[src/rtl/trees_spawner_if.sv]
// rtl/trees_spawner_if.sv - tree bus between the slot manager and the per-tree consumers
interface trees_spawner_if #(
  parameter int NUMBER_OF_TREES = 16
);
  logic                                        enable;
  logic                                        startOfFrame;
  logic [3:0]                                  scrollSpeed;
  logic [NUMBER_OF_TREES-1:0]                  treeHit;
  logic signed [NUMBER_OF_TREES-1:0][1:0][10:0] treesCoordinates;
  logic [NUMBER_OF_TREES-1:0]                  isActive;
  logic [NUMBER_OF_TREES-1:0]                  deploy_tree;
  logic                                        spawnFull;

  // master is the slot manager that owns the tree bus; slave is the frame/collision side
  modport master (
    input  enable, startOfFrame, scrollSpeed, treeHit,
    output treesCoordinates, isActive, deploy_tree, spawnFull
  );
  modport slave (
    output enable, startOfFrame, scrollSpeed, treeHit,
    input  treesCoordinates, isActive, deploy_tree, spawnFull
  );
endinterface

[src/rtl/trees_spawner.sv]
// rtl/trees_spawner.sv - tree-slot manager: spawn, scroll and retire of 16 tree slots
// One frame walks IDLE -> MOVE -> SPAWN; spawn timing and height come from a 16-bit LFSR.
module trees_spawner #(
  parameter int SCREEN_WIDTH = 640,
  parameter int TREE_WIDTH   = 64,
  parameter int TREE_Y_MIN   = 300,
  parameter int SPAWN_MIN    = 8
) (
  input  logic            clk_i,
  input  logic            reset_i,
  trees_spawner_if.master bus
);
  localparam int N = 16;
  localparam logic signed [11:0] RETIRE_X = 12'(-TREE_WIDTH);

  typedef enum logic [1:0] {IDLE, MOVE, SPAWN} state_t;

  state_t                       state_q;
  logic [5:0]                   cnt_q;
  logic [15:0]                  lfsr_q;
  logic [15:0]                  lfsr_d;
  logic signed [N-1:0][1:0][10:0] coord_q;
  logic [N-1:0]                 active_q;
  logic [N-1:0]                 deploy_q;

  logic                         free_found;
  logic [3:0]                   free_idx;
  logic signed [11:0]           moved_x [N];
  logic [N-1:0]                 retire;

  always_comb begin
    free_found = 1'b0;
    free_idx   = '0;
    for (int i = N - 1; i >= 0; i--) begin
      if (!active_q[i]) begin
        free_found = 1'b1;
        free_idx   = 4'(i);
      end
    end
  end

  always_comb begin
    retire = '0;
    for (int i = 0; i < N; i++) begin
      moved_x[i] = {coord_q[i][0][10], coord_q[i][0]} - {8'b0, bus.scrollSpeed};
      retire[i]  = moved_x[i] < RETIRE_X;
    end
  end

  // Fibonacci taps 16,14,13,11 expressed on a right-shifting register
  assign lfsr_d = {lfsr_q[0] ^ lfsr_q[2] ^ lfsr_q[3] ^ lfsr_q[5], lfsr_q[15:1]};

  always_ff @(posedge clk_i) begin
    if (reset_i) begin
      state_q  <= IDLE;
      cnt_q    <= 6'(SPAWN_MIN);
      lfsr_q   <= 16'hACE1;
      coord_q  <= '0;
      active_q <= '0;
      deploy_q <= '0;
    end else begin
      deploy_q <= '0;
      case (state_q)
        IDLE: begin
          if (bus.startOfFrame && bus.enable) state_q <= MOVE;
        end
        MOVE: begin
          for (int i = 0; i < N; i++) begin
            if (active_q[i]) begin
              if (retire[i]) active_q[i] <= 1'b0;
              else           coord_q[i][0] <= moved_x[i][10:0];
            end
          end
          state_q <= SPAWN;
        end
        SPAWN: begin
          if (cnt_q != 6'd0) begin
            cnt_q <= cnt_q - 6'd1;
          end else begin
            if (free_found) begin
              coord_q[free_idx][0] <= 11'(SCREEN_WIDTH);
              coord_q[free_idx][1] <= 11'(TREE_Y_MIN) + {4'b0, lfsr_q[6:0]};
              active_q[free_idx]   <= 1'b1;
              deploy_q[free_idx]   <= 1'b1;
            end
            cnt_q  <= 6'(SPAWN_MIN) + {2'b0, lfsr_q[11:8]};
            lfsr_q <= lfsr_d;
          end
          state_q <= IDLE;
        end
        default: state_q <= IDLE;
      endcase
      // Placed after the case so a hit overrides a move or deploy on the same slot
      for (int i = 0; i < N; i++) begin
        if (bus.treeHit[i]) active_q[i] <= 1'b0;
      end
    end
  end

  assign bus.treesCoordinates = coord_q;
  assign bus.isActive         = active_q;
  assign bus.deploy_tree      = deploy_q;
  assign bus.spawnFull        = &active_q;
endmodule

[src/flat_wrapper.sv]
// flat-port wrapper written by rule: the top's interface ports become plain ports
module trees_spawner_flat 
#(
  parameter int SCREEN_WIDTH = 640,
  parameter int TREE_WIDTH   = 64,
  parameter int TREE_Y_MIN   = 300,
  parameter int SPAWN_MIN    = 8
)
  (clk_i, reset_i, bus_enable, bus_startOfFrame, bus_scrollSpeed, bus_treeHit, bus_treesCoordinates, bus_isActive, bus_deploy_tree, bus_spawnFull);
  trees_spawner_if bus_i ();
  input  logic clk_i;
  input  logic reset_i;
  input wire logic [$bits(bus_i.enable)-1:0] bus_enable;
  input wire logic [$bits(bus_i.startOfFrame)-1:0] bus_startOfFrame;
  input wire logic [$bits(bus_i.scrollSpeed)-1:0] bus_scrollSpeed;
  input wire logic [$bits(bus_i.treeHit)-1:0] bus_treeHit;
  output wire logic [$bits(bus_i.treesCoordinates)-1:0] bus_treesCoordinates;
  output wire logic [$bits(bus_i.isActive)-1:0] bus_isActive;
  output wire logic [$bits(bus_i.deploy_tree)-1:0] bus_deploy_tree;
  output wire logic [$bits(bus_i.spawnFull)-1:0] bus_spawnFull;
  assign bus_i.enable = bus_enable;
  assign bus_i.startOfFrame = bus_startOfFrame;
  assign bus_i.scrollSpeed = bus_scrollSpeed;
  assign bus_i.treeHit = bus_treeHit;
  assign bus_treesCoordinates = bus_i.treesCoordinates;
  assign bus_isActive = bus_i.isActive;
  assign bus_deploy_tree = bus_i.deploy_tree;
  assign bus_spawnFull = bus_i.spawnFull;
  trees_spawner #(.SCREEN_WIDTH(SCREEN_WIDTH), .TREE_WIDTH(TREE_WIDTH), .TREE_Y_MIN(TREE_Y_MIN), .SPAWN_MIN(SPAWN_MIN)) u_core (.clk_i(clk_i), .reset_i(reset_i), .bus(bus_i));
endmodule
[config.mk]
export PLATFORM = sky130hd
export DESIGN_NAME = trees_spawner_flat
export DESIGN_NICKNAME = d
export VERILOG_FILES = /design/src/rtl/trees_spawner_if.sv /design/src/rtl/trees_spawner.sv /design/src/flat_wrapper.sv
export SDC_FILE = /design/constraint.sdc
export NUM_CORES = 1
export LEC_CHECK = 0
export BUFFER_PORTS_ARGS = -buffer_cell sky130_fd_sc_hd__buf_4
export CAP_MARGIN = 40
export CORE_MARGIN = 1.5
export CORE_UTILIZATION = 25
export DETAILED_ROUTE_END_ITERATION = 16
export SYNTH_ARGS = -nofsm -noshare
export SYNTH_HDL_FRONTEND = slang
export SYNTH_SLANG_ARGS = --single-unit
[constraint.sdc]
create_clock -name clk_i -period 3.25 [get_ports clk_i]
set_input_delay 0.65 -clock clk_i [delete_from_list [all_inputs] [get_ports clk_i]]
set_output_delay 0.65 -clock clk_i [all_outputs]
set_load 0.02 [all_outputs]
==> flow_summary.ini <==
[die]
die-area_um2 = 80300
die-width_um = 283
core_area_um2 = 77600
io_pins = 409
floorplan.initialDensity_pct = 25.3
die_h_um = 283
placementRows = 102

[placement]
gpl.final_weighted_congestion = 0.897
detailed_place_hpwl_um = 61100
portBuffers = 376
placed_area_um2 = 25300

[worst_setup_path]
critPathLaunchType = register
crit_buf_inv = 0
endpoint_kind = register
timing.critical_path.required_ns = 3.75
largest_stage_delay_on_the_critical_path_ns = 0.52
critPathTopFamily = compound AO/OA/AOI/OAI gates
cp_slowest_cell = nand2_1
cp_cell_sequence = nor2b_1, o221ai_1, a221oi_2, o221ai_2, nor2_1, nand2_1, o31ai_1
timing.critical_path.arrival_ns = 3.60
crit_type = reg -> reg
crit_path_max_fanout = 10

[power_and_ir_drop]
power_density_nw_per_um2 = 962
reported_leakage_power_nw = 11.3
peak_supply_drop_mv = 0.527
tot_pwr_mw = 25.9

[sta]
final-setup-viol-count = 0
max-slew-margin-rel_pct = 58.5
period_share_pct = 95.5
timing.final.crit_period_ns = 3.10
timing_max_transition_violations_final = 0
worst_slew_pin_slew_ns = 0.623
timing_hold_violations_final = 0
finClkSkew_ns = 0.0214
maxClockFrequency_mhz = 322
rsz0062_at_grt = false

[clock_tree]
clock_path_buffers = 3
clock_tree_from_tritoncts = done
clock-sinks = 376
clock_latency_at_the_later_pin_of_the_worst_skew_pair_ns = 0.60
number_of_buffers_added_to_fix_hold_violations_after_cts = 0
clock-root-buffer = clkbuf_16
htree_levels = 2
clkTransAtPathRegs_ns = 0.06
cts_inserted_buffers = 47

[flow_run]
max_cap_viol_count = 0

[min_path]
hold_path.class = in -> reg

[yosys]
post_synth_num_cell_types = 97
synth.yosys.seq_area_share_pct = 38.3
yosys_warnings = 0
yosys_most_used_dff = dfxtp_1
syn-instance-count = 2471
postSynthAreaPerCell_um2 = 7.95
synth_seq_cells = 376
ys_top_cells_by_area = dfxtp_1, nand2_1, a21oi_1
synth_enable_flop_cells = 0
synth_top_area_cell = dfxtp_1
synth-async-reset-ratio_pct = 0
syn-cell-area_um2 = 19700
synth_top_cell_area_share_pct = 38.3

[global_routing]
groute.usage.overall_pct = 19.5
overflow = 0
grt_start_max_net_pins = 140
number_of_antenna_violations_at_the_first_check_in_global_routing = 0
vias_in_the_first_global_route = 19000
grt_pass1_wl_um = 121000

[drt]
wirelength_um = 80900
drc = 0
dr.first_iter.drc_count = 1295
route.detailed.vias_per_inst = 4.93
final_antenna_net_count = 0
detailedRoute.firstPassIterationCount = 5
via_count = 20200
drt-wirelength-per-cell_um = 19.7

[final_layout]
final_layout_net_count = 3144
final_cell_mix = buf_4, nand2_1, dfxtp_1
areaGrowthSynthToFinish_pct = 37.1
post_route_cells_drive_above_1_share_pct = 25.2
layout_commonest_cell = buf_4
final_design_area_no_fill_um2 = 27000
antenna_cells = 0
fillCellCount = 8120

[status]
result_of_the_run = finished, final reports clean
==> logic make-up (layout without fill, tap and decap cells) <==
| family | Yosys count | count (layout) | synth area share [%] |
|---|---|---|---|
| simple gates | 970 | 970 | 22.9 |
| compound gates | 714 | 714 | 23.9 |
| flops | 376 | 376 | 38.3 |
| buf+inv | 252 | 817 | 5.50 |
| fa+ha+maj | 87 | 87 | 6.15 |
| xor+xnor | 61 | 61 | 2.72 |
| mux | 10 | 10 | 0.509 |
| other cells | 1 | 32 | 0.0191 |
==> worst register-to-register path: cells and delay by family (launching register included) <==
kind,cells,cell delay [ns]
DFF,1,0.46
and+or+nand+nor,3,1.21
AOI/OAI and AO/OA,4,1.35
==> layout make-up <==
cell class                      count  area (um^2)  area share [%]
Timing Repair Buffer              636         4870            18.1
Clock inverter                     19          318            1.18
Inverter                           98          375            1.39
Tap cell                         1040         1300            4.83
Sequential cell                   376         7530            27.9
Multi-Input combinational cell   1874        11200            41.7
Clock buffer                       64         1330            4.93
==> layer usage <==
metal | wire length, um | part of all wire, % | global-route usage [%] | vias to the layer above
met5 | 0 | 0 | 0 | -
met4 | 1720 | 2.1 | 4.91 | 0
met3 | 6360 | 7.9 | 4.80 | 94
met2 | 36400 | 45 | 31.3 | 726
met1 | 36400 | 45 | 26.0 | 9556
li1 | - | - | - | 9855
==> cells in the mapped netlist, drive strengths merged, types with 35 or more instances <==
cell type	count
buf	46
ha	71
xor2	40
nor2	231
o21a	35
a21oi	189
inv	97
clkbuf	108
or3	38
a211oi	45
o31ai	37
dfxtp	376
nor3	56
nor2b	35
nand3	59
o21ai	166
nand2	385
==> worst paths after layout <==
check | startpoint | depth (start not counted) | end | slack [ns]
max | u_core.bus.isActive[14]$_SDFFE_PP0P_ | 7 | u_core.bus.treesCoordinates[207]$_SDFFE_PP0P_ | 0.15
min | bus_treeHit[7] | 2 | u_core.bus.isActive[7]$_SDFFE_PP0P_ | 0.23
max reg2reg | u_core.bus.isActive[14]$_SDFFE_PP0P_ | 7 | u_core.bus.treesCoordinates[207]$_SDFFE_PP0P_ | 0.15
min reg2reg | u_core.bus.treesCoordinates[275]$_SDFFE_PP0P_ | 2 | u_core.bus.treesCoordinates[275]$_SDFFE_PP0P_ | 0.45
==> what timing repair did <==
action,4_1_cts,5_1_grt
gates resized for setup,0,1
setup endpoints to repair,0,3
buffers inserted,0,0
==> stage by stage <==
stage	hold WS, ns	utilization [%]	setup TNS, ns	cells	setup slack, ns
after floorplan	0.432	-	0	2502	0.0203
after global placement	0.438	32.6	-2.95	4022	-0.130
after detailed placement	0.445	32.6	-6.11	4024	-0.185
after CTS	0.203	34.7	0	4107	0.170
after global routing	0.202	34.7	0	4107	0.0155
final	0.226	34.7	0	4107	0.148
==> flip-flops by register name, indices dropped and copies added (netlist names) <==
name and count:
u_core.bus.treesCoordinates 320, u_core.bus.deploy_tree 16, u_core.bus.isActive 16, u_core.lfsr_q 16
u_core.cnt_q 6, u_core.state_q 2
==> report_power, final <==
group | total (mW) | internal, mW | switching (mW)
sequential | 7.15 | 5.54 | 1.61
combinational | 13.1 | 5.98 | 7.14
clock | 5.66 | 3.43 | 2.23
total | 25.9 | 15.0 | 11.0
No activity file was read; power rests on OpenSTA's default activity.
